==> config.mk <==
export PLATFORM = sky130hd
export DESIGN_NAME = rx_packet_sequencer
export DESIGN_NICKNAME = d
export VERILOG_FILES = /design/src/rtl/rx_pkg.sv /design/src/rtl/rx_timeout_timer.sv /design/src/rtl/rx_packet_sequencer.sv
export SDC_FILE = /design/constraint.sdc
export NUM_CORES = 1
export LEC_CHECK = 0
export CORE_MARGIN = 2
export CORE_UTILIZATION = 25
export DETAILED_ROUTE_END_ITERATION = 7
export DONT_BUFFER_PORTS = 1
export SLEW_MARGIN = 20
export SYNTH_ARGS = -nofsm -noshare
export SYNTH_HDL_FRONTEND = slang
export SYNTH_SLANG_ARGS = --single-unit
==> constraint.sdc <==
create_clock -name clk -period 2.8 [get_ports clk]
set_input_delay 0.28 -clock clk [delete_from_list [all_inputs] [get_ports clk]]
set_output_delay 0.28 -clock clk [all_outputs]
set_load 0.1 [all_outputs]
==> src/rtl/rx_pkg.sv <==
// Shared types for the USB RX packet sequencer: state encoding, status codes
// and the Moore output decode used by the control FSM.
package rx_pkg;

    typedef enum logic [3:0] {
        ST_IDLE,
        ST_START,
        ST_LOAD_SYNC,
        ST_CHECK_SYNC,
        ST_LOAD_PID,
        ST_CHECK_PID,
        ST_TOKEN,
        ST_DATA,
        ST_HS,
        ST_CRC5,
        ST_CRC16,
        ST_DONE,
        ST_ERROR,
        ST_WAIT_EOP
    } rx_state_t;

    localparam logic [1:0] SYNC_OK   = 2'b01;
    localparam logic [2:0] PID_TOKEN = 3'b001;
    localparam logic [2:0] PID_DATA  = 3'b010;
    localparam logic [2:0] PID_HS    = 3'b011;
    localparam logic [1:0] CRC_PASS  = 2'b01;

    typedef struct packed {
        logic clear;
        logic crc_clear;
        logic load_sync;
        logic check_sync;
        logic load_pid;
        logic check_pid;
        logic load_data;
        logic crc_check_5;
        logic crc_check_16;
        logic load_done;
        logic load_error;
        logic rcving;
    } rx_out_t;

    // Every strobe is a pure function of the state the FSM is entering.
    function automatic rx_out_t decode_outputs(input rx_state_t s);
        rx_out_t o;
        o        = '0;
        o.rcving = (s != ST_IDLE);
        case (s)
            ST_START: begin
                o.clear     = 1'b1;
                o.crc_clear = 1'b1;
            end
            ST_LOAD_SYNC:  o.load_sync    = 1'b1;
            ST_CHECK_SYNC: o.check_sync   = 1'b1;
            ST_LOAD_PID:   o.load_pid     = 1'b1;
            ST_CHECK_PID:  o.check_pid    = 1'b1;
            ST_DATA:       o.load_data    = 1'b1;
            ST_CRC5:       o.crc_check_5  = 1'b1;
            ST_CRC16:      o.crc_check_16 = 1'b1;
            ST_DONE:       o.load_done    = 1'b1;
            ST_ERROR:      o.load_error   = 1'b1;
            default:       ;
        endcase
        return o;
    endfunction

endpackage

==> src/rtl/rx_timeout_timer.sv <==
// Idle watchdog for the RX sequencer: counts clocks since the last clear and
// saturates at TIMEOUT_CYCLES. Only built when RX_TIMEOUT_EN is defined.
module rx_timeout_timer #(
    parameter int TIMEOUT_CYCLES = 96
) (
    input  logic clk,
    input  logic n_rst,
    input  logic i_clear,
    output logic o_expired
);

    localparam int            W     = $clog2(TIMEOUT_CYCLES + 1);
    localparam logic [W-1:0]  LIMIT = W'(TIMEOUT_CYCLES);

    logic [W-1:0] r_cnt;

    always_ff @(posedge clk or negedge n_rst) begin
        if (!n_rst) begin
            r_cnt <= '0;
        end else if (i_clear) begin
            r_cnt <= '0;
        end else if (r_cnt != LIMIT) begin
            r_cnt <= r_cnt + 1'b1;
        end
    end

    assign o_expired = (r_cnt == LIMIT);

endmodule

==> src/rtl/rx_packet_sequencer.sv <==
// USB RX control FSM: steps the RX buffer through sync/PID/payload/CRC and
// reports one done or error pulse per packet. Optional watchdog: RX_TIMEOUT_EN.
module rx_packet_sequencer
    import rx_pkg::*;
#(
    parameter int MAX_DATA_BYTES = 66,
    parameter int TIMEOUT_CYCLES = 96
) (
    input  logic       clk,
    input  logic       n_rst,
    input  logic       start_detect,
    input  logic       byte_complete,
    input  logic       eop,
    input  logic [1:0] sync_status,
    input  logic [2:0] pid_status,
    input  logic [1:0] crc_status,
    output logic       clear,
    output logic       crc_clear,
    output logic       load_sync,
    output logic       check_sync,
    output logic       load_pid,
    output logic       check_pid,
    output logic       load_data,
    output logic       crc_check_5,
    output logic       crc_check_16,
    output logic       load_done,
    output logic       load_error,
    output logic       rcving,
    output rx_state_t  o_dbg_state
);

    localparam int               CNT_W   = $clog2(MAX_DATA_BYTES + 1);
    localparam logic [CNT_W-1:0] CNT_MAX = CNT_W'(MAX_DATA_BYTES);
    localparam logic [CNT_W-1:0] CNT_TWO = CNT_W'(2);

    rx_state_t        r_state;
    rx_state_t        w_next;
    rx_out_t          r_out;
    logic [CNT_W-1:0] r_byte_cnt;
    logic [CNT_W-1:0] w_cnt_upd;
    logic             r_eop_seen;
    logic             w_timeout;

`ifdef RX_TIMEOUT_EN
    logic w_timer_clear;

    assign w_timer_clear = (r_state == ST_IDLE) || (r_state == ST_START) ||
                           byte_complete || eop;

    rx_timeout_timer #(
        .TIMEOUT_CYCLES(TIMEOUT_CYCLES)
    ) u_timer (
        .clk      (clk),
        .n_rst    (n_rst),
        .i_clear  (w_timer_clear),
        .o_expired(w_timeout)
    );
`else
    // Watchdog absent: expiry is a constant false.
    assign w_timeout = (TIMEOUT_CYCLES < 0);
`endif

    // Byte is counted before eop is judged, so a same-cycle byte+eop sees it.
    assign w_cnt_upd = (byte_complete && (r_byte_cnt != CNT_MAX)) ?
                       r_byte_cnt + 1'b1 : r_byte_cnt;

    always_comb begin
        w_next = r_state;
        case (r_state)
            ST_IDLE:       if (start_detect) w_next = ST_START;
            ST_START:      w_next = ST_LOAD_SYNC;
            ST_LOAD_SYNC: begin
                if (eop)                w_next = ST_ERROR;
                else if (byte_complete) w_next = ST_CHECK_SYNC;
            end
            ST_CHECK_SYNC: w_next = (sync_status == SYNC_OK) ? ST_LOAD_PID : ST_ERROR;
            ST_LOAD_PID: begin
                if (eop)                w_next = ST_ERROR;
                else if (byte_complete) w_next = ST_CHECK_PID;
            end
            ST_CHECK_PID: begin
                case (pid_status)
                    PID_TOKEN: w_next = ST_TOKEN;
                    PID_DATA:  w_next = ST_DATA;
                    PID_HS:    w_next = ST_HS;
                    default:   w_next = ST_ERROR;
                endcase
            end
            ST_TOKEN: begin
                if (byte_complete && (r_byte_cnt == CNT_TWO)) w_next = ST_ERROR;
                else if (eop) w_next = (w_cnt_upd == CNT_TWO) ? ST_CRC5 : ST_ERROR;
            end
            ST_DATA: begin
                if (byte_complete && (r_byte_cnt == CNT_MAX)) w_next = ST_ERROR;
                else if (eop) w_next = (w_cnt_upd >= CNT_TWO) ? ST_CRC16 : ST_ERROR;
            end
            ST_HS: begin
                if (byte_complete) w_next = ST_ERROR;
                else if (eop)      w_next = ST_DONE;
            end
            ST_CRC5:     w_next = (crc_status == CRC_PASS) ? ST_DONE : ST_ERROR;
            ST_CRC16:    w_next = (crc_status == CRC_PASS) ? ST_DONE : ST_ERROR;
            ST_DONE:     w_next = ST_IDLE;
            ST_ERROR:    w_next = (r_eop_seen || eop) ? ST_IDLE : ST_WAIT_EOP;
            ST_WAIT_EOP: if (eop) w_next = ST_IDLE;
            default:     w_next = ST_IDLE;
        endcase

        // A stall already reported as an error leaves quietly from WAIT_EOP.
        if (w_timeout) begin
            case (r_state)
                ST_IDLE, ST_DONE, ST_ERROR: ;
                ST_WAIT_EOP: w_next = ST_IDLE;
                default:     w_next = ST_ERROR;
            endcase
        end
    end

    always_ff @(posedge clk or negedge n_rst) begin
        if (!n_rst) begin
            r_state    <= ST_IDLE;
            r_out      <= '0;
            r_byte_cnt <= '0;
            r_eop_seen <= 1'b0;
        end else begin
            r_state <= w_next;
            r_out   <= decode_outputs(w_next);

            if ((r_state == ST_IDLE) || (r_state == ST_START)) begin
                r_byte_cnt <= '0;
            end else if ((r_state == ST_TOKEN) || (r_state == ST_DATA)) begin
                r_byte_cnt <= w_cnt_upd;
            end

            if (r_state == ST_IDLE) begin
                r_eop_seen <= 1'b0;
            end else if (eop) begin
                r_eop_seen <= 1'b1;
            end
        end
    end

    assign clear        = r_out.clear;
    assign crc_clear    = r_out.crc_clear;
    assign load_sync    = r_out.load_sync;
    assign check_sync   = r_out.check_sync;
    assign load_pid     = r_out.load_pid;
    assign check_pid    = r_out.check_pid;
    assign load_data    = r_out.load_data;
    assign crc_check_5  = r_out.crc_check_5;
    assign crc_check_16 = r_out.crc_check_16;
    assign load_done    = r_out.load_done;
    assign load_error   = r_out.load_error;
    assign rcving       = r_out.rcving;
    assign o_dbg_state  = r_state;

endmodule

==> results.py, run 1 <==
metrics = {
    "outcome": {
        "status": "complete, but fails checks",
        "violations": "negative hold slack",
    },
    "die": {
        "die_h_um": 84.4,
        "dieArea_um2": 7110,
        "die_x_um": 84.4,
        "ioPinCount": 28,
        "core_um2": 6310,
        "initial_core_util_pct": 25.6,
        "num_rows": 29,
    },
    "grt": {
        "grt_use_met2_pct": 17.2,
        "grt_usage_pct": 12.0,
        "use_met3_pct": 2.65,
        "antenna_found_initial": 0,
        "grt_max_degree": 24,
        "grt_pass1_vias": 1405,
        "met1_usage_pct": 18.1,
        "busiest_layer": "met1",
        "grt_pass1_wl_mm": 7.00,
        "grt.overflow.total": 0,
    },
    "logic_synthesis": {
        "synth_edf_count": 0,
        "synth_area_um2": 1610,
        "avgSynthCellArea_um2": 8.68,
        "synthArstFlopShare_pct": 100,
        "ys_warn_count": 0,
        "synth-seq-cells": 23,
        "synthCells": 186,
        "yosysSeqAreaShare_pct": 35.7,
        "synth.net_count": 200,
        "ys_types": 52,
        "ys.flop_type": "dfrtp_1",
    },
    "pwr": {
        "p_leak_nw": 0.726,
        "p_total_mw": 1.90,
        "p_per_area_nw_per_um2": 1080,
        "ir_worst_vdd_mv": 0.540,
    },
    "final_layout": {
        "drive_gt1_share_pct": 12.4,
        "num_antenna_cells": 0,
        "area_growth_pct": 9.07,
        "seqCellArea_um2": 578,
        "n_fill_cell": 690,
        "final_nets": 201,
        "multi_input_area_um2": 910,
    },
    "cts": {
        "cts_root_buffer": "clkbuf_8",
        "clk_path_buf_depth": 2,
        "clk_pin_slew_ns": 0.09,
        "htree_levels": 1,
        "insertion_delay_ns": 0.27,
        "cts_made_buffers": 3,
        "numClockSinks": 23,
        "tritoncts": "done",
    },
    "placed_design": {
        "hpwlAfterDp_mm": 2.97,
        "io_buffers": 0,
        "gp_congestion": 0.789,
    },
    "routing": {
        "drc_errors": 0,
        "routedWlPerCell_um": 15.8,
        "antenna_left": 0,
        "wirelength_mm": 4.15,
        "vias_per_cell": 5.38,
        "drtIter0Drc": 249,
        "drt_first_pass_iters": 4,
        "vias": 1414,
    },
    "sta": {
        "hold_viol_final": 23,
        "whs_ns": -0.0248,
        "rsz0062_at_grt": "no",
        "max-slew-margin-rel_pct": 37.5,
        "drv_slew": 0,
        "min_period_over_period_pct": 88.7,
        "fmax_mhz": 402,
        "post-route-min-period_ns": 2.48,
        "finalSetupViolCount": 0,
        "setup_tns_ns": 0,
        "worst_pin_slew_ns": 0.941,
        "finClkSkew_ns": 0.00183,
    },
    "run": {
        "maxCapViolations": 0,
    },
    "setup_path": {
        "cp-start-kind": "flop",
        "worstPathArrival_ns": 2.65,
        "worstSetupPathType": "reg -> reg",
        "endpoint_kind": "flop",
        "cp_max_fo": 9,
        "cp.required_ns": 2.97,
    },
    "worst_hold_path": {
        "hp-class": "in -> async",
    },
}
[cells by family (layout without fill, tap and decap cells)]
| family | Yosys count | in the layout | synth area share [%] |
|---|---|---|---|
| AO/OA/AOI/OAI | 49 | 49 | 23.7 |
| AND/OR/NAND/NOR | 79 | 79 | 27.8 |
| multiplexers | 3 | 3 | 2.17 |
| flip-flops | 23 | 23 | 35.7 |
| buffers and inverters | 28 | 28 | 7.98 |
| adder cells (fa/ha/maj) | 2 | 2 | 1.55 |
| XOR/XNOR | 2 | 2 | 1.09 |
[flip-flops by register name, summed over array words and instances (netlist names)]
register / flops
r_eop_seen: 1
clear: 1
crc_check_16: 1
load_pid: 1
r_byte_cnt: 7
o_dbg_state: 4
check_sync: 1
load_done: 1
load_data: 1
load_sync: 1
load_error: 1
rcving: 1
crc_check_5: 1
check_pid: 1
[timing repair]
item | CTS | global route
resized for setup | 1 | 0
buffers inserted | 0 | 0
hold endpoints to repair | 23 | 0
hold buffers | 1 | 0
endpoints found under the setup margin | 5 | 0
[cell type report]
type | instances | area share, %
inverter | 16 | 3.41
multi-input combinational | 135 | 51.7
sequential | 23 | 32.8
clock buffer | 3 | 2.35
timing repair buffer | 8 | 3.98
tap | 77 | 5.47
clock inverter | 1 | 0.284
[cell usage in the layout (no fill, tap or decap), types with 3 or more instances in the layout]
cell / Yosys / final
nor4_1: 6 / 6
buf_4: 2 / 6
nor3b_1: 4 / 4
nand2_1: 10 / 10
inv_1: 15 / 15
nand2b_1: 7 / 7
nor2_1: 16 / 16
nand3_1: 6 / 6
clkbuf_8: 0 / 3
and2_1: 6 / 6
nand4_1: 5 / 5
dfrtp_1: 23 / 21
nor3_1: 9 / 9
o21ai_0: 14 / 14
a21oi_1: 6 / 6
[per-layer routing]
metal,vias to the layer above,part of all wire [%]
met4,0,1.2
met1,667,46
met3,9,9.1
met5,-,0
li1,677,-
met2,61,44
[power by group]
| part | internal, mW | total, mW | switching, mW |
|---|---|---|---|
| Clock | 0.0998 | 0.219 | 0.119 |
| Sequential | 0.404 | 0.855 | 0.451 |
| Combinational | 0.297 | 0.823 | 0.526 |
| Total | 0.801 | 1.90 | 1.10 |
[per-stage QoR]
step / std cells / setup WS [ns] / utilization, % / instance area [um2]
global route: 263 / 0.00801 / 27.9 / 1760
CTS: 263 / 0.327 / 28.0 / 1770
finish: 263 / 0.315 / 27.9 / 1760
detailed placement: 258 / -0.0759 / 27.1 / 1710
global placement: 258 / 0.0165 / 27.1 / 1710
floorplan: 186 / 0.217 / - / 1610
[worst max-delay path, cell delays in order, from the launching register on]
cell and delay [ns]:
dfrtp_2 0.75, inv_1 0.31, a2111oi_0 0.61, nor2_1 0.10, and3_1 0.19, and3_1 0.22, and4_1 0.21
[synthesized netlist by cell type, types with 4 or more instances]
master,number,area [um2]
dfrtp_1,23,576
nor2_1,16,60.1
inv_1,15,56.3
o21ai_0,14,70.1
nand2_1,10,37.5
nor3_1,9,45.0
buf_2,7,35.0
nand2b_1,7,43.8
a21oi_1,6,30.0
and2_1,6,37.5
nand3_1,6,30.0
nor4_1,6,37.5
nand4_1,5,31.3
nor3b_1,4,30.0
[worst paths after layout]
path | startpoint | to | slack [ns] | cells past startpoint
setup / recovery | o_dbg_state[2] | load_sync | 0.32 | 6
hold / removal | n_rst | r_byte_cnt[2] | -0.02 | 1
setup reg to reg | o_dbg_state[2] | load_sync | 0.32 | 6
max in group asynchronous | n_rst | o_dbg_state[2] | 2.44 | 1
hold reg to reg | r_eop_seen | r_eop_seen | 0.57 | 2
min in group clk | eop | check_sync | 0.07 | 1
(Power assumes the default switching activity.)
==> inputs of run 2 (changes only) <==
--- a/config.mk
+++ b/config.mk
@@ -5,10 +5,12 @@
 export SDC_FILE = /design/constraint.sdc
 export NUM_CORES = 1
 export LEC_CHECK = 0
+export CORE_ASPECT_RATIO = 0.9
 export CORE_MARGIN = 2
-export CORE_UTILIZATION = 25
+export CORE_UTILIZATION = 63
 export DETAILED_ROUTE_END_ITERATION = 7
 export DONT_BUFFER_PORTS = 1
+export PLACE_DENSITY = 0.79
 export SLEW_MARGIN = 20
 export SYNTH_ARGS = -nofsm -noshare
 export SYNTH_HDL_FRONTEND = slang
==> results.py, run 2 (same netlist as run 1, synthesis figures left out) <==
metrics = {
    "outcome": {
        "status": "finished, final reports clean",
    },
    "placed_design": {
        "hpwlAfterDp_mm": 2.77,
        "io_buffers": 0,
        "gp_congestion": 0.992,
        "place_area_um2": 1630,
    },
    "routing": {
        "drt_first_pass_iters": 4,
        "vias": 1459,
        "drtIter0Drc": 68,
        "routedWlPerCell_um": 17.5,
        "antenna_left": 0,
        "vias_per_cell": 6.79,
        "wirelength_mm": 3.76,
        "drc_errors": 0,
    },
    "setup_path": {
        "cp-start-kind": "flop",
        "crit_family": "simple AND/OR/NAND/NOR gates",
        "cp_max_fo": 6,
        "max_stage_delay_ns": 0.46,
        "cp.required_ns": 3.02,
        "worstPathArrival_ns": 2.54,
        "worst_r2r_path_depth": 8,
        "endpoint_kind": "flop",
        "cp.depth": 8,
        "slowest_stage": "dfrtp_1",
        "worstSetupPathType": "reg -> reg",
        "cp_num_buf_inv": 1,
        "crit_path_cell_trace": "ha_1, and2_1, nand4_1, o21ai_1, nand3_1, a31oi_1, inv_2, nor4_1",
    },
    "sta": {
        "finClkSkew_ns": 0.0110,
        "max-slew-margin-rel_pct": 38.0,
        "rsz0062_at_grt": "no",
        "post-route-min-period_ns": 2.32,
        "drv_slew": 0,
        "worst_pin_slew_ns": 0.932,
        "fmax_mhz": 431,
        "hold_viol_final": 0,
        "min_period_over_period_pct": 82.8,
        "finalSetupViolCount": 0,
        "setup_tns_ns": 0,
    },
    "cts": {
        "numClockSinks": 23,
        "htree_levels": 1,
        "postCtsSetupBuffers": 0,
        "clk_pin_slew_ns": 0.14,
        "cts_resized": 0,
        "cts_root_buffer": "clkbuf_4",
        "clk_path_buf_depth": 2,
        "tritoncts": "done",
        "insertion_delay_ns": 0.33,
        "cts_made_buffers": 3,
    },
    "pwr": {
        "power_switching_mw": 1.08,
        "swShare_pct": 59.7,
        "seqPwrFrac_pct": 44.1,
        "p_comb_share_pct": 46.7,
        "power.internal_uw": 731,
        "ir_worst_vdd_mv": 1.02,
        "p_leak_nw": 0.716,
        "clockPowerShare_pct": 9.2,
        "p_total_mw": 1.81,
        "p_per_area_nw_per_um2": 1080,
    },
    "final_layout": {
        "design_area_um2": 1680,
        "final_cell_mix": "dfrtp_1, nor2_1, inv_1",
        "area_growth_pct": 4.03,
        "largest_reg_flops": 7,
        "largest-register": "r_byte_cnt",
        "drive_gt1_share_pct": 11.8,
        "fin_util_pct": 68.6,
        "layout_commonest_cell": "dfrtp_1",
        "num_antenna_cells": 0,
        "final_nets": 202,
    },
    "worst_hold_path": {
        "whs_path_depth": 1,
        "hp-class": "in -> reg",
    },
    "die": {
        "die_h_um": 52.0,
        "die_x_um": 57.4,
        "num_rows": 17,
        "ioPinCount": 28,
        "initial_core_util_pct": 66.0,
        "dieArea_um2": 2980,
        "core_um2": 2450,
    },
    "grt": {
        "antenna_found_initial": 0,
        "grt_pass1_vias": 1308,
        "grt_pass1_wl_mm": 6.24,
        "grt.overflow.total": 0,
        "grt_usage_pct": 27.5,
        "grt_max_degree": 24,
    },
    "run": {
        "maxCapViolations": 0,
    },
}
[run 2: worst paths after layout]
path,end,slack (ns),from
max,load_pid,0.48,r_byte_cnt[0]
min,check_sync,0.006,eop
max reg2reg,load_pid,0.48,r_byte_cnt[0]
min reg2reg,r_eop_seen,0.56,r_eop_seen
max in group asynchronous,clear,2.01,n_rst
min in group asynchronous,r_byte_cnt[6],0.42,n_rst
[run 2: metrics by stage]
| stage | hold slack [ns] | setup WS (ns) | cells |
|---|---|---|---|
| after global routing | 0.00684 | 0.173 | 215 |
| after CTS | 0.00218 | 0.482 | 214 |
| after floorplan | -0.0156 | 0.217 | 186 |
| final | 0.00617 | 0.480 | 215 |
| after global placement | -0.0152 | 0.575 | 209 |
| after detailed placement | -0.0151 | 0.516 | 209 |
[run 2: power groups by stage]
stage | clock (mW) | combinational [mW] | sequential [mW]
3_5_place_dp | 0 | 0.824 | 0.806
3_3_place_gp | 0 | 0.812 | 0.803
5_1_grt | 0.181 | 0.927 | 0.814
2_1_floorplan | 0 | 0.577 | 0.876
6_report | 0.167 | 0.848 | 0.800
4_1_cts | 0.176 | 0.836 | 0.799
[run 2: layout make-up]
class	instances	area, um2
clock buffer	3	22.5
tap	28	35.0
inverter	16	60.1
timing repair buffer	9	67.6
sequential	23	577
clock inverter	1	7.51
multi-input combinational	135	910
fill	189	767
[run 2: repair_timing]
action	in CTS	in global routing
hold endpoints to repair	23	23
hold buffers	1	1
endpoints found under the setup margin	0	0
[run 2: worst register-to-register path: stages, from the launching register on]
cell and delay, ns:
dfrtp_1 0.46, ha_1 0.30, and2_1 0.20, nand4_1 0.10, o21ai_1 0.30, nand3_1 0.12, a31oi_1 0.37, inv_2 0.09
nor4_1 0.27
[run 2: per-layer routing]
| metal | part of all wire (%) | GRT usage [%] | wire, um |
|---|---|---|---|
| met1 | 46 | 38.4 | 1740 |
| met2 | 43 | 42.2 | 1630 |
| met3 | 8.7 | 5.97 | 326 |
| met4 | 1.6 | 8.91 | 59 |
| met5 | 0 | 0 | 0 |
